--- src/rtl/axis_rr_arbiter_if.sv ---
// rtl/axis_rr_arbiter_if.sv - byte-stream bundle, LANES parallel lanes sharing one tdata vector
interface axis_rr_arbiter_if #(
  parameter int LANES = 1,
  parameter int DW    = 8
);
  logic [LANES*DW-1:0] tdata;
  logic [LANES-1:0]    tvalid;
  logic [LANES-1:0]    tlast;
  logic [LANES-1:0]    tready;

  modport master (output tdata, output tvalid, output tlast, input tready);
  modport slave  (input tdata, input tvalid, input tlast, output tready);
endinterface

--- src/rtl/axis_rr_arbiter.sv ---
// rtl/axis_rr_arbiter.sv - packet-level round-robin arbiter for N sources onto one stream
module axis_rr_arbiter #(
  parameter int  N   = 2,
  parameter int  DW  = 8,
  localparam int IDW = (N > 1) ? $clog2(N) : 1
) (
  input  logic              clk,
  input  logic              reset_n,
  axis_rr_arbiter_if.slave  s,
  axis_rr_arbiter_if.master m,
  output logic [IDW-1:0]    grant_id,
  output logic              busy,
  output logic [15:0]       pkt_count
);

  typedef enum logic [0:0] {
    ST_IDLE  = 1'b0,
    ST_GRANT = 1'b1
  } state_t;

  state_t         state_q;
  state_t         state_d;
  logic [IDW-1:0] rr_ptr;
  logic           pick_found;
  logic [IDW-1:0] pick_idx;
  logic           xfer_last;
  int             cand;

  // First requester at or after rr_ptr, wrapping modulo N.
  always_comb begin
    pick_found = 1'b0;
    pick_idx   = '0;
    cand       = 0;
    for (int k = 0; k < N; k++) begin
      cand = int'(rr_ptr) + k;
      if (cand >= N) begin
        cand = cand - N;
      end
      if (!pick_found && s.tvalid[cand]) begin
        pick_found = 1'b1;
        pick_idx   = IDW'(cand);
      end
    end
  end

  always_comb begin
    state_d   = state_q;
    xfer_last = 1'b0;
    s.tready  = '0;
    m.tdata   = '0;
    m.tvalid  = '0;
    m.tlast   = '0;
    case (state_q)
      ST_IDLE: begin
        if (pick_found) begin
          state_d = ST_GRANT;
        end
      end
      ST_GRANT: begin
        m.tdata            = s.tdata[int'(grant_id)*DW +: DW];
        m.tvalid[0]        = s.tvalid[grant_id];
        m.tlast[0]         = s.tlast[grant_id];
        s.tready[grant_id] = m.tready[0];
        xfer_last          = s.tvalid[grant_id] & m.tready[0] & s.tlast[grant_id];
        if (xfer_last) begin
          state_d = ST_IDLE;
        end
      end
      default: state_d = ST_IDLE;
    endcase
  end

  always_ff @(posedge clk or negedge reset_n) begin
    if (!reset_n) begin
      state_q <= ST_IDLE;
    end else begin
      state_q <= state_d;
    end
  end

  // grant_id is left alone on release so it reports the last granted source.
  always_ff @(posedge clk or negedge reset_n) begin
    if (!reset_n) begin
      rr_ptr    <= '0;
      grant_id  <= '0;
      busy      <= 1'b0;
      pkt_count <= '0;
    end else begin
      if (state_q == ST_IDLE && pick_found) begin
        grant_id <= pick_idx;
        busy     <= 1'b1;
      end
      if (xfer_last) begin
        busy      <= 1'b0;
        rr_ptr    <= (grant_id == IDW'(N - 1)) ? '0 : grant_id + 1'b1;
        pkt_count <= pkt_count + 16'd1;
      end
    end
  end

endmodule

--- src/flat_wrapper.sv ---
// flat-port wrapper written by rule: the top's interface ports become plain ports
module axis_rr_arbiter_flat 
#(
  parameter int  N   = 2,
  parameter int  DW  = 8,
  localparam int IDW = (N > 1) ? $clog2(N) : 1
)
  (clk, reset_n, grant_id, busy, pkt_count, s_tdata, s_tvalid, s_tlast, s_tready, m_tdata, m_tvalid, m_tlast, m_tready);
  axis_rr_arbiter_if #(.LANES(N), .DW(DW)) s_i ();
  axis_rr_arbiter_if #(.LANES(1), .DW(DW)) m_i ();
  input  logic clk;
  input  logic reset_n;
  output logic [IDW-1:0] grant_id;
  output logic busy;
  output logic [15:0] pkt_count;
  input wire logic [$bits(s_i.tdata)-1:0] s_tdata;
  input wire logic [$bits(s_i.tvalid)-1:0] s_tvalid;
  input wire logic [$bits(s_i.tlast)-1:0] s_tlast;
  output wire logic [$bits(s_i.tready)-1:0] s_tready;
  output wire logic [$bits(m_i.tdata)-1:0] m_tdata;
  output wire logic [$bits(m_i.tvalid)-1:0] m_tvalid;
  output wire logic [$bits(m_i.tlast)-1:0] m_tlast;
  input wire logic [$bits(m_i.tready)-1:0] m_tready;
  assign s_i.tdata = s_tdata;
  assign s_i.tvalid = s_tvalid;
  assign s_i.tlast = s_tlast;
  assign s_tready = s_i.tready;
  assign m_tdata = m_i.tdata;
  assign m_tvalid = m_i.tvalid;
  assign m_tlast = m_i.tlast;
  assign m_i.tready = m_tready;
  axis_rr_arbiter #(.N(N), .DW(DW)) u_core (.clk(clk), .reset_n(reset_n), .s(s_i), .m(m_i), .grant_id(grant_id), .busy(busy), .pkt_count(pkt_count));
endmodule
--- config.mk ---
export PLATFORM = sky130hd
export DESIGN_NAME = axis_rr_arbiter_flat
export DESIGN_NICKNAME = d
export VERILOG_FILES = /design/src/rtl/axis_rr_arbiter_if.sv /design/src/rtl/axis_rr_arbiter.sv /design/src/flat_wrapper.sv
export SDC_FILE = /design/constraint.sdc
export NUM_CORES = 1
export LEC_CHECK = 0
export BUFFER_PORTS_ARGS = -buffer_cell sky130_fd_sc_hd__buf_2
export CAP_MARGIN = 20
export CELL_PAD_IN_SITES_DETAIL_PLACEMENT = 1
export CELL_PAD_IN_SITES_GLOBAL_PLACEMENT = 2
export CORE_UTILIZATION = 29
export DETAILED_ROUTE_END_ITERATION = 8
export GPL_TIMING_DRIVEN = 1
export HOLD_SLACK_MARGIN = 0.02
export PLACE_DENSITY = 0.82
export SKIP_CTS_REPAIR_TIMING = 1
export SYNTH_ARGS = -nofsm -noshare
export SYNTH_HDL_FRONTEND = slang
export SYNTH_SLANG_ARGS = --single-unit
--- constraint.sdc ---
create_clock -name clk -period 4 [get_ports clk]
set_input_delay 0.6 -clock clk [delete_from_list [all_inputs] [get_ports clk]]
set_output_delay 0.6 -clock clk [all_outputs]
set_load 0.02 [all_outputs]
Word-level counts from Yosys, hierarchy flattened --
Cells that the tools add are included.
Storage, ports and cells: memory bits (writable) 0, bits of input ports 23, register bits 20, word-level logic and storage cells 55, memories 0, bits in latches 0, ROM bits 0, output and inout port bits 30
Operators by class: muxes and demuxes 29, add/sub/neg operators 5, bitwise operators 4, divide/modulo/power cells 0, multipliers 0, reduce and logical (&&, ||, !) cells 5, shift-type cells 1, magnitude comparators 6, equal/unequal tests 0
Operators with widths (count):
- $lt A32 B3 Y1 const B | 2
- $mux W32 | 2
- $ge A32 B3 Y1 const B | 1
- $sub A32 B3 Y32 const B | 1
- $mux W1 | 23
- $add A16 B1 Y16 const B | 1
- $shiftx A16 B5 Y8 | 1
- $mux W8 | 1
- $logic_and A1 B1 Y1 | 3
- $sub A1 B2 Y3 const B | 1
- $add A1 B1 Y2 const B | 1
- $and A1 B1 Y1 | 2
- $and A2 B2 Y2 | 1
- $ge A1 B2 Y1 const B | 1
- $lt A1 B2 Y1 const B | 1
- $mux W2 | 1
- $pmux W1 S2 | 1
- $reduce_bool A2 Y1 | 1
- $add A1 B1 Y1 const B | 1
- $demux W1 S1 | 1
- $ge A1 B1 Y1 const B | 1
- $logic_not A1 Y1 | 1
- $not A1 Y1 | 1

Longest topological paths before layout --
depth in word-level cells 12, depth in mapped cells 6, depth with buffers taken out 5

Least setup slack after synthesis --
Ideal clock, no wire load.
kind reg2out, start reg u_core.grant_id, end out m_tdata[1], required time 3400 ps, arrival 1207 ps, buffers on the path 2, stages on the path, launching flop included 5, setup slack 2193 ps, cells stage by stage dfrtp_1 > buf_6 > buf_2 > mux2i_1 > nor2_1
On the way: word-level cells in the longest chain between the ends 2
RTL lines:
- start, declared | line axis_rr_arbiter.sv:11 | output logic [IDW-1:0] grant_id,
- start signal, assigned | line axis_rr_arbiter.sv:90 | grant_id <= pick_idx;
- $shiftx A16 B5 Y8 | line axis_rr_arbiter.sv:60 | m.tdata = s.tdata[int'(grant_id)*DW +: DW];
- $mux W8 | line axis_rr_arbiter.sv:53 | case (state_q)
- end, declared | line flat_wrapper.sv:20 | output wire logic [$bits(m_i.tdata)-1:0] m_tdata;
Every way passes these cells.

Final worst setup path --
start reg u_core.grant_id, end out m_tdata[6]
Same word-level chain as after synthesis.

==> impl_metrics.tcl <==
set metrics [dict create \
    drc 0 \
    die-area_sq_um 4280 \
    critPathRequiredTime_ps 3400 \
    fillers 447 \
    synth.area.top_cells "dfrtp_1 (43%), mux2i_1 (9.4%), xnor2_2 (8.4%)" \
    numClockSinks 20 \
    nNetsFinal 183 \
    clk_latency_ps 260 \
    clockRootBuffer "clkbuf_8" \
    synth_nets 130 \
    avgRoutedWirePerCell_um 13.4 \
    area_growth_pct 30.9 \
    peakVddDrop_mv 0.241 \
    met1_length_mm 1.15 \
    criticalPathCategory "flip-flop to primary output" \
    final_max_slew_viol_count 0 \
    diodes 0 \
    drt_iter0_drc 6 \
    power_leakage_nw 0.823 \
    yosysMostFrequentCell "dfrtp_1" \
    end_kind "primary output" \
    drt_pass1_iterations 4 \
    rsz0062_at_grt "no" \
    mappedNetlistArea_sq_um 1170 \
    drt_wl_total_mm 2.76 \
    clk_path_buf_depth 2 \
    tns_ps 0 \
    dp_hpwl_mm 2.19 \
    ant_nets 0 \
    io_pins 53 \
    viasPerCell 4.74 \
    core-area_sq_um 3770 \
    cp_max_fo 17 \
    grt_pass1_vias 1021 \
    seq_area_frac_synth_pct 42.9 \
    dp_cells 202 \
    routed-via-count 977 \
    antenna_found_initial 0 \
    globalplace.congestion 0.682 \
    syn_avg_cell_area_sq_um 11.0 \
    synth.distinct_cells 26 \
    finalPower_w 0.000861 \
    chipWidth_um 65.4 \
    critical-path-slowest-cell "dfrtp_1" \
    layout-drive-gt1-share_pct 47.5 \
    cts.clk_slew.worst_paths_ps 80 \
    critPathArrivalTime_ps 1620 \
    grt_max_degree 21 \
    p_per_area_nw_per_um2 564 \
    netlist.area_leader.share_pct 42.9 \
    worst_slew_pin_slew_ps 694 \
    max_freq_mhz 450 \
    grt_pass1_wl_mm 4.74 \
    setup_viol 0 \
    instances_no_fill 206 \
    htreeDepth 1 \
    clock_skew_ps 6.63 \
    ys_ff_latch 20 \
    max_stage_delay_ps 790 \
    syn_inst 106 \
    cp.buffers_inverters 1 \
    period_needed_ps 2220 \
    crit_family "flip-flops" \
    die_h_um 65.4 \
    async_flop_share_pct 100 \
    cts_made_buffers 3 \
    routed.top_layer "met4" \
    wl_met2_mm 1.41 \
    holdWs_ps 280 \
    fin_crit_sh_pct 55.5 \
    grt.overflow.total 0 \
    grt_usage_pct 14.3 \
    tritoncts "yes" \
    drv_cap 0 \
    status "finished, final reports clean" \
    startpoint_type "flip-flop" \
    ys.flop_type "dfrtp_1" \
    met3_wirelength_um 129 \
    hold_viol 0 \
    hold_path_class "input pin to asynchronous set/reset pin" \
    path_cells "mux2i_1 -> nor2_1 -> buf_2" \
    synth_top_area_cell "dfrtp_1" \
    synth-warning-count 0 \
    io_buffers 52 \
    synthTopCellsByCount "dfrtp_1 (20), nor2_1 (15), mux2i_1 (11), nand3_1 (7), xnor2_1 (7)" \
    start_util_pct 31.0 \
    slew_headroom_pct 53.7 \
    rows 22 \
    synth_enable_flop_cells 0 \
]
[state kept, by name (all words and copies together), names as in the netlist]
| name | count |
|---|---|
| u_core.busy | 1 |
| u_core.state_q | 1 |
| u_core.grant_id | 1 |
| u_core.rr_ptr | 1 |
| u_core.pkt_count | 16 |
[placed cells by master, fill, tap and decap left out]
master	Yosys	final
clkbuf_8	0	3
nor2_1	15	15
a31oi_1	1	1
mux2_2	1	1
a21oi_1	2	2
nand2_2	4	4
inv_1	5	5
dfrtp_1	20	20
buf_2	1	52
nand2_1	4	4
nand3_1	7	7
mux2i_1	11	11
xor2_1	1	1
xor2_2	1	1
and3_1	2	2
o22ai_1	1	1
and4_4	1	1
nand4_1	6	6
xnor2_2	6	6
nand3_4	2	2
nor2_2	2	2
ha_1	1	1
xnor2_1	7	7
a21oi_4	1	1
nand3b_4	1	1
bufinv_16	0	1
[worst paths after layout]
path,startpoint,endpoint,slack (ps),cells after the start
worst max-delay path,u_core.grant_id,m_tdata[6],1780,3
worst min-delay path,reset_n,u_core.pkt_count[9],280,1
worst max register to register,u_core.grant_id,u_core.pkt_count[4],1850,4
worst min register to register,u_core.pkt_count[15],u_core.pkt_count[15],480,1
max in group asynchronous,reset_n,u_core.pkt_count[4],3390,1
min in group clk,u_core.pkt_count[15],u_core.pkt_count[15],480,1
[per-stage QoR]
step	worst slack (ps)	util [%]	area, sq um
2_1_floorplan	2190	-	1170
3_3_place_gp	1900	38.6	1460
6_report	1780	40.5	1530
3_5_place_dp	1830	38.6	1460
4_1_cts	1770	40.5	1530
5_1_grt	1640	40.5	1530
[cell families after synthesis]
logic type / after synthesis / share of synthesized area, %
simple gates: 44 / 22.3
flops: 20 / 42.9
xor+xnor: 15 / 15.8
mux: 12 / 10.4
buf+inv: 9 / 4.29
compound gates: 5 / 3.32
fa+ha+maj: 1 / 1.07
[area by class of cell]
| class | instances | area [sq um] | share of cell area, % |
|---|---|---|---|
| clock buffers | 3 | 41.3 | 2.70 |
| well taps | 48 | 60.1 | 3.93 |
| repair buffers | 52 | 260 | 17.0 |
| multi-input cells | 77 | 617 | 40.4 |
| inverters | 5 | 18.8 | 1.23 |
| flip-flops and latches | 20 | 500 | 32.8 |
| clock inverters | 1 | 30.0 | 1.97 |
[power breakdown]
| group | total, W | internal, W | switching, W |
|---|---|---|---|
| registers | 0.000313 | 0.000240 | 0.0000730 |
| logic | 0.000347 | 0.000145 | 0.000202 |
| clock network | 0.000201 | 0.000134 | 0.0000674 |
[routing by layer]
metal	up-vias	global-route usage [%]
li1	462	-
met1	479	18.0
met2	28	23.5
met3	8	2.60
met4	0	6.52
met5	-	0
Note: power is estimated with default switching activity, not from simulation.
